[src/rtl/dmem_access_unit.sv]
// Data-memory sequencer: one load/store at a time against a 64-bit word memory.
// Sub-word stores use read-modify-write; completion is signalled by a single resp_valid pulse.
module dmem_access_unit #(
    parameter int DATA_W       = 64,
    parameter int READ_LATENCY = 1
) (
    input  logic              clk,
    input  logic              reset,
    input  logic              req_valid,
    output logic              req_ready,
    input  logic              req_write,
    input  logic [1:0]        req_splice,
    input  logic [DATA_W-1:0] req_addr,
    input  logic [DATA_W-1:0] req_wdata,
    output logic              resp_valid,
    output logic [DATA_W-1:0] resp_rdata,
    output logic              resp_misaligned,
    output logic [DATA_W-1:0] mem_addr,
    output logic              mem_rd,
    output logic              mem_wr,
    output logic [DATA_W-1:0] mem_wdata,
    input  logic [DATA_W-1:0] mem_rdata
);

    typedef enum logic [2:0] {IDLE, RD_ISSUE, RD_WAIT, WR_ISSUE, RESP} state_t;

    localparam int CNT_W = (READ_LATENCY > 1) ? $clog2(READ_LATENCY) : 1;
    localparam logic [CNT_W-1:0] CNT_LAST = CNT_W'(READ_LATENCY - 1);

    state_t            state, state_nxt;
    logic [CNT_W-1:0]  cnt;
    logic              write_p0;
    logic [1:0]        splice_p0;
    logic [2:0]        off_p0;
    logic [DATA_W-1:0] wdata_p0;
    logic              accept;
    logic              misaligned;
    logic              rd_done;

    function automatic logic is_misaligned(input logic [1:0] splice, input logic [2:0] off);
        case (splice)
            2'b00:   return off != 3'd0;
            2'b01:   return off[1:0] != 2'd0;
            2'b10:   return off[0];
            default: return 1'b0;
        endcase
    endfunction

    function automatic logic [DATA_W-1:0] extract_load(input logic [DATA_W-1:0] word,
                                                       input logic [1:0] splice,
                                                       input logic [2:0] off);
        logic [DATA_W-1:0] sh;
        sh = word >> {off, 3'b000};
        case (splice)
            2'b00:   return word;
            2'b01:   return {{(DATA_W-32){sh[31]}}, sh[31:0]};
            2'b10:   return {{(DATA_W-16){sh[15]}}, sh[15:0]};
            default: return {{(DATA_W-8){1'b0}}, sh[7:0]};
        endcase
    endfunction

    // Replace only the addressed byte lanes; every other lane keeps the word read back.
    function automatic logic [DATA_W-1:0] merge_store(input logic [DATA_W-1:0] word,
                                                      input logic [DATA_W-1:0] wdata,
                                                      input logic [1:0] splice,
                                                      input logic [2:0] off);
        logic [7:0]        lanes;
        logic [DATA_W-1:0] mask;
        logic [DATA_W-1:0] sh;
        case (splice)
            2'b01:   lanes = 8'h0F;
            2'b10:   lanes = 8'h03;
            default: lanes = 8'h01;
        endcase
        lanes = lanes << off;
        mask  = '0;
        for (int k = 0; k < 8; k++) begin
            mask[8*k +: 8] = {8{lanes[k]}};
        end
        sh = wdata << {off, 3'b000};
        return (word & ~mask) | (sh & mask);
    endfunction

    assign req_ready  = (state == IDLE);
    assign accept     = req_valid && req_ready;
    assign misaligned = is_misaligned(req_splice, req_addr[2:0]);
    assign mem_rd     = (state == RD_ISSUE);
    assign mem_wr     = (state == WR_ISSUE);
    assign resp_valid = (state == RESP);
    assign rd_done    = (state == RD_WAIT) && (cnt == CNT_LAST);

    always_comb begin
        state_nxt = state;
        case (state)
            IDLE: begin
                if (req_valid) begin
                    if (misaligned)                           state_nxt = RESP;
                    else if (req_write && req_splice == 2'b00) state_nxt = WR_ISSUE;
                    else                                      state_nxt = RD_ISSUE;
                end
            end
            RD_ISSUE: state_nxt = RD_WAIT;
            RD_WAIT:  if (cnt == CNT_LAST) state_nxt = write_p0 ? WR_ISSUE : RESP;
            WR_ISSUE: state_nxt = RESP;
            RESP:     state_nxt = IDLE;
            default:  state_nxt = IDLE;
        endcase
    end

    always_ff @(posedge clk) begin
        if (reset) begin
            state           <= IDLE;
            cnt             <= '0;
            write_p0        <= 1'b0;
            splice_p0       <= 2'b00;
            off_p0          <= 3'd0;
            wdata_p0        <= '0;
            mem_addr        <= '0;
            mem_wdata       <= '0;
            resp_rdata      <= '0;
            resp_misaligned <= 1'b0;
        end else begin
            state <= state_nxt;
            if (state == RD_ISSUE)     cnt <= '0;
            else if (state == RD_WAIT) cnt <= cnt + 1'b1;

            // Request capture stage
            if (accept) begin
                write_p0  <= req_write;
                splice_p0 <= req_splice;
                off_p0    <= req_addr[2:0];
                wdata_p0  <= req_wdata;
                mem_addr  <= {req_addr[DATA_W-1:3], 3'b000};
                if (req_write && req_splice == 2'b00) mem_wdata <= req_wdata;
            end

            // Read-return stage
            if (rd_done && write_p0) mem_wdata <= merge_store(mem_rdata, wdata_p0, splice_p0, off_p0);

            // Response stage: result only changes when a new response is about to be presented
            if (state_nxt == RESP && state != RESP) begin
                resp_misaligned <= (state == IDLE);
                resp_rdata      <= (rd_done && !write_p0) ?
                                   extract_load(mem_rdata, splice_p0, off_p0) : '0;
            end
        end
    end

endmodule

[config.mk]
export PLATFORM = sky130hd
export DESIGN_NAME = dmem_access_unit
export DESIGN_NICKNAME = d
export VERILOG_FILES = /design/src/rtl/dmem_access_unit.sv
export SDC_FILE = /design/constraint.sdc
export NUM_CORES = 1
export LEC_CHECK = 0
export ABC_AREA = 0
export ABC_CLOCK_PERIOD_IN_PS = 2900
export BUFFER_PORTS_ARGS = -buffer_cell sky130_fd_sc_hd__buf_4
export CORE_ASPECT_RATIO = 0.8
export CORE_MARGIN = 5
export CORE_UTILIZATION = 30
export DETAILED_ROUTE_END_ITERATION = 8
export HOLD_SLACK_MARGIN = 0.02
export PLACE_DENSITY = 0.59
export RECOVER_POWER = 25
export SYNTH_ARGS = -nofsm -noshare
export SYNTH_HDL_FRONTEND = slang
export SYNTH_SLANG_ARGS = --single-unit
[constraint.sdc]
create_clock -name clk -period 2.9 [get_ports clk]
set_input_delay 0.58 -clock clk [delete_from_list [all_inputs] [get_ports clk]]
set_output_delay 0.58 -clock clk [all_outputs]
set_load 0.005 [all_outputs]
Word-level counts from Yosys, hierarchy flattened
Index checks and enable logic that the tools add are counted.

operators by class
  bitwise operators = 5
  muxes and demuxes = 15
  add/subtract/negate cells = 1
  eq/ne operators = 10
  reduce and logical (&&, ||, !) cells = 16
  shift operators = 3

operator list
  operator                                                         count
  64-bit 2-to-1 mux                                                4
  64-bit case mux with 3 select lines                              1
  64-bit bitwise AND                                               2
  64-bit NOT                                                       1
  64-bit OR                                                        1
  64-bit by 6-bit << shifter with 64-bit output                    1
  64-bit by 6-bit right shift with 32-bit output                   1
  8-bit 2-to-1 mux                                                 2
  3-bit 2-to-1 mux                                                 4
  3-bit case mux with 4 select lines                               1
  4-bit case mux with 2 select lines                               1
  8-bit by 3-bit << shifter with 8-bit output                      1
  3-bit by 2-bit == test with 1-bit output, second input constant  2
  3-bit == test, second input constant                             2
  1-bit logical AND                                                6
  2-bit nonzero test                                               3
  2-bit by 1-bit == test with 1-bit output, second input constant  2
  2-bit == test, second input constant                             2
  2-bit logical NOT                                                2
  3-bit by 1-bit == test with 1-bit output, second input constant  1
  3-bit logical NOT                                                1
  3-bit inequality test, second input constant                     1
  1-bit case mux with 3 select lines                               1
  3-bit nonzero test                                               1
  other kinds (6)                                                  6

word-level totals
  output and inout port bits = 197
  word-level logic and storage cells = 60
  bits of input ports = 198
  flip-flop bits (word level) = 264

Depth between registers and ports, before layout
  depth in word-level cells = 10
  mapped depth = 9
  mapped depth without buffers = 6

Least setup slack after synthesis
OpenSTA, ideal clock, no wires.

  kind = input to register
  start = input port req_valid
  end = register mem_wdata[52]
  stages on the path = 6
  path buffers = 2
  slack = 747 ps
  arrival time = 2041 ps
  required time = 2788 ps
  library setup time = 112 ps
  cell sequence = nor4b_1 -> buf_2 -> nand2_1 -> clkbuf_1 -> mux2i_1 -> a2111oi_1

between the ends
  cells in the longest elaborated chain, start to end = 3

ends and longest elaborated chain
  item                                  line  RTL
  start: declaration                    9     input logic req_valid,
  1-bit logical AND                     85    assign accept = req_valid && req_ready;
  2-bit nonzero test (no source line)   --
  2-bit AND reduction (no source line)  --
  end signal: assignment                134   if (req_write && req_splice == 2'b00) mem_wdata <= req_wdata;
  end signal: assignment                138   if (rd_done && write_p0) mem_wdata <= merge_store(mem_rdata, wdata_p0, splice_p0, off_p0);
  end: declaration                      21    output logic [DATA_W-1:0] mem_wdata,

Every way passes these cells.
A chain may end at the register's enable or synchronous reset.

Worst setup path in the final report
  start = register off_p0[1]
  end = register mem_wdata[48]

between the ends
  cells in the longest elaborated chain, start to end = 5
  elaborated cells on any way between the ends = 7
  classes of those cells = 2 x shift; 1 x mux; 4 x bitwise

ends and longest elaborated chain
  item                                                                                                   line  RTL
  start: declaration                                                                                     34    logic [2:0] off_p0;
  start signal: assignment                                                                               131   off_p0 <= req_addr[2:0];
  parallel branches: the longest is 3 deep, another holds 64-bit by 6-bit << shifter with 64-bit output  --
  64-bit OR (*)                                                                                          81    return (word & ~mask) | (sh & mask);
  64-bit 2-to-1 mux (*)                                                                                  138

Every way passes the cells marked *.

==> results.toml <==
[critical_path]
timing.critical_path.required_ns = 3.35
critical_path.n_buffers_inverters = 2
critPathTopFamily = "compound AO/OA/AOI/OAI gates"
crit_path_max_fanout = 41
cp.arrival_ns = 3.03
crit_path_start_kind = "flip-flop"
crit_chain = "buf_12, mux2i_1, o21ai_0, a2111oi_0, buf_4, a2111oi_0"
r2r_slack_ns = 0.32
endpoint_kind = "flip-flop"
worstRegToRegCells = 6
crit_path_frequent_cell = "sky130_fd_sc_hd__a2111oi_0"
r2r-start = "off_p0[1]"
critical_path.max_stage_delay_ns = 0.68
timing.setup.critical_path_class = "reg2reg"
r2r_end = "mem_wdata[48]"
critical_path.slowest_cell = "sky130_fd_sc_hd__dfxtp_4"

[drt]
finalWirelength_mm = 61.8
maxUsedRoutingLayer = "met5"
met1Wirelength_mm = 26.6
via_per_inst = 5.61
detail-route-antenna-nets = 0
drt_drc_violations_left = 0
routed-wl-met2_mm = 26.9
route.detailed.wl_per_inst_um = 24.7
detailedRoute.firstPassIterationCount = 6
dr_iter_0_viols = 1422
dr_total_vias = 14000
wl_met3_mm = 6.63

[cts]
clock_tree.root_cell = "sky130_fd_sc_hd__clkbuf_16"
clk_transition_reported_paths_ns = 0.06
clk_latency_ns = 0.57
clock_tree_buffer_depth = 3
ctsHtreeMaxLevel = 1
cts_num_sinks = 256
cts-buffers-inserted = 30
tritoncts_clock_tree = "done"

[sta]
tns_ns = 0
finalWorstPathRequiredPeriod_ns = 2.58
final_max_slew_viol_count = 0
setup_viol = 0
fin_worst_hold_slack_ns = 0.262
final_critical_path_setup_slack_ns = 0.321
timing.final.hold_violations = 0
clock_skew_ns = 0.00974
timing.slew.headroom = 0.206
post-route-period-util = 0.889
worstMarginPinSlew_ns = 1.19
grt_setup_unrepaired = "false"
clock.fmax_mhz = 388

[global_route]
overflow_after_grt = 0
grt_pass1_wl_mm = 88.2
grt_max_degree = 128
grt_util_overall = 0.234
initial_antenna_violation_count = 3
vias_in_the_first_global_route = 13200

[layout]
layout.core_utilization = 0.405
proportion_of_layout_cells_with_a_drive_suffix_above_1 = 0.300
inserted_diodes = 0
layout.nets = 2076
areaGrowthSynthToFinish_pct = 33.9

[synthesis]
synth_most_common_cell = "sky130_fd_sc_hd__nand2_1"
synth_enable_flop_cells = 0
synth.area.top_cells = "sky130_fd_sc_hd__dfxtp_1 (38%), sky130_fd_sc_hd__mux2i_1 (7.8%), sky130_fd_sc_hd__nand2_1 (7.5%)"
ys_seq_elements = 256
syn-cell-area_sq_um = 13400
synth.distinct_cells = 68
syn_avg_cell_area_sq_um = 8.65
netlist.top_cell.by_area = "sky130_fd_sc_hd__dfxtp_1"
synth_commonest_cells = "sky130_fd_sc_hd__nand2_1 (270), sky130_fd_sc_hd__dfxtp_1 (256), sky130_fd_sc_hd__a21oi_1 (155)"
yosysSeqAreaShare = 0.382
most_common_flop_cell_mapped_by_yosys = "sky130_fd_sc_hd__dfxtp_1"
synthesis.instances = 1552
synth_largest_type_area_fraction = 0.382
synth_warnings = 0
synth-async-reset-ratio = 0

[worst_hold_path]
hold-path-endpoint = "mem_addr[31]"
worst_hold_startpoint = "req_addr[31]"
worst_hold_path_type = "in2reg"
timing.hold.worst_path_depth = 3

[floorplan]
ios = 395
core_area_sq_um = 44400
die_y_um = 199
initial_utilization = 0.303
num_rows = 69
die_width_um = 247
floorplan.die_area_sq_um = 49100

[placement]
gpl.final_weighted_congestion = 0.960
io_buffer_count = 391
pre_cts_slack_ns = 0.228
detailed_place_hpwl_mm = 46.6

[status]
outcome = "finished, final reports clean"

[pwr]
power_leakage_nw = 7.36
peakVddDrop_uv = 398
power_density_cells_nw_per_um2 = 568
total_power_mw = 10.2

[job]
cap_violations = 0
-- where the power goes --
part | internal [mW] | leakage, nW | switching (mW) | total [mW]
registers | 3.77 | 2.09 | 0.242 | 4.01
clock network | 2.34 | 0.490 | 1.55 | 3.89
logic | 0.995 | 4.78 | 1.32 | 2.31
-- worst min-delay path, cell delays in order --
cell	delay, ns
sky130_fd_sc_hd__buf_4	0.11
sky130_fd_sc_hd__nand2_1	0.04
sky130_fd_sc_hd__a21oi_1	0.05
-- stage by stage --
| stage | area [sq um] | cells |
|---|---|---|
| floorplan | 13400 | 1554 |
| global placement | 17100 | 2445 |
| detailed placement | 17100 | 2445 |
| CTS | 18100 | 2498 |
| global route | 18000 | 2498 |
| finish | 18000 | 2498 |
-- worst max-delay path by stage --
stage / startpoint / end / slack [ns] / cells after the start
4_1_cts: splice_p0[1] / mem_wdata[49] / 0.19 / 7
3_3_place_gp: splice_p0[1] / mem_wdata[49] / 0.28 / 7
2_1_floorplan: req_valid / mem_wdata[52] / 0.75 / 6
6_report: off_p0[1] / mem_wdata[48] / 0.32 / 6
5_1_grt: splice_p0[1] / mem_wdata[49] / 0.26 / 7
3_5_place_dp: splice_p0[1] / mem_wdata[50] / 0.23 / 7
-- final cells by class --
class	instances	area, sq um
multi-input combinational	1119	7630
clock buffer	44	875
clock inverter	9	126
fill	4502	26400
inverter	15	56.3
sequential	256	5130
tap	603	754
timing repair buffer	452	3410
-- kinds of logic (layout without fill, tap and decap cells) --
| logic type | Yosys count | in the layout | synth area share |
|---|---|---|---|
| buffers and inverters | 179 | 520 | 0.0572 |
| and+or+nand+nor | 495 | 495 | 0.173 |
| DFF | 256 | 256 | 0.382 |
| AOI/OAI and AO/OA | 440 | 440 | 0.226 |
| adders and majority gates | 4 | 4 | 0.00373 |
| other | 1 | 3 | 0.000279 |
| muxes | 177 | 177 | 0.158 |
-- flip-flops by register name (all words and copies together), names as in the netlist --
register and count:
mem_wdata 64, resp_rdata 64, mem_addr 61, wdata_p0 56, off_p0 3, state 3
splice_p0 2, cnt 1, resp_misaligned 1, write_p0 1
-- placed cells by master, fill, tap and decap left out, types with 31 or more instances in the layout --
cell,Yosys,final
sky130_fd_sc_hd__mux2_2,49,49
sky130_fd_sc_hd__nand2_1,270,268
sky130_fd_sc_hd__clkbuf_1,107,38
sky130_fd_sc_hd__a32oi_1,35,35
sky130_fd_sc_hd__dfxtp_1,256,254
sky130_fd_sc_hd__clkbuf_16,0,31
sky130_fd_sc_hd__nand3_1,78,78
sky130_fd_sc_hd__a21oi_1,155,154
sky130_fd_sc_hd__buf_4,5,330
sky130_fd_sc_hd__and3_1,41,41
sky130_fd_sc_hd__o21ai_0,34,34
sky130_fd_sc_hd__a211oi_1,83,83
sky130_fd_sc_hd__clkbuf_4,0,80
sky130_fd_sc_hd__mux2i_1,105,105
-- layer usage --
| layer | GRT usage | vias up |
|---|---|---|
| met5 | 0 | - |
| met1 | 0.331 | 6788 |
| met4 | 0.0549 | 6 |
| met3 | 0.0661 | 107 |
| met2 | 0.357 | 714 |
| li1 | - | 6390 |
-- repair_timing --
item                                    CTS  global route
endpoints found under the setup margin    0             1
setup buffers                             0             0
hold buffers                              0             0
resized for setup                         0             1
Note: power is estimated with default switching activity, not from simulation.
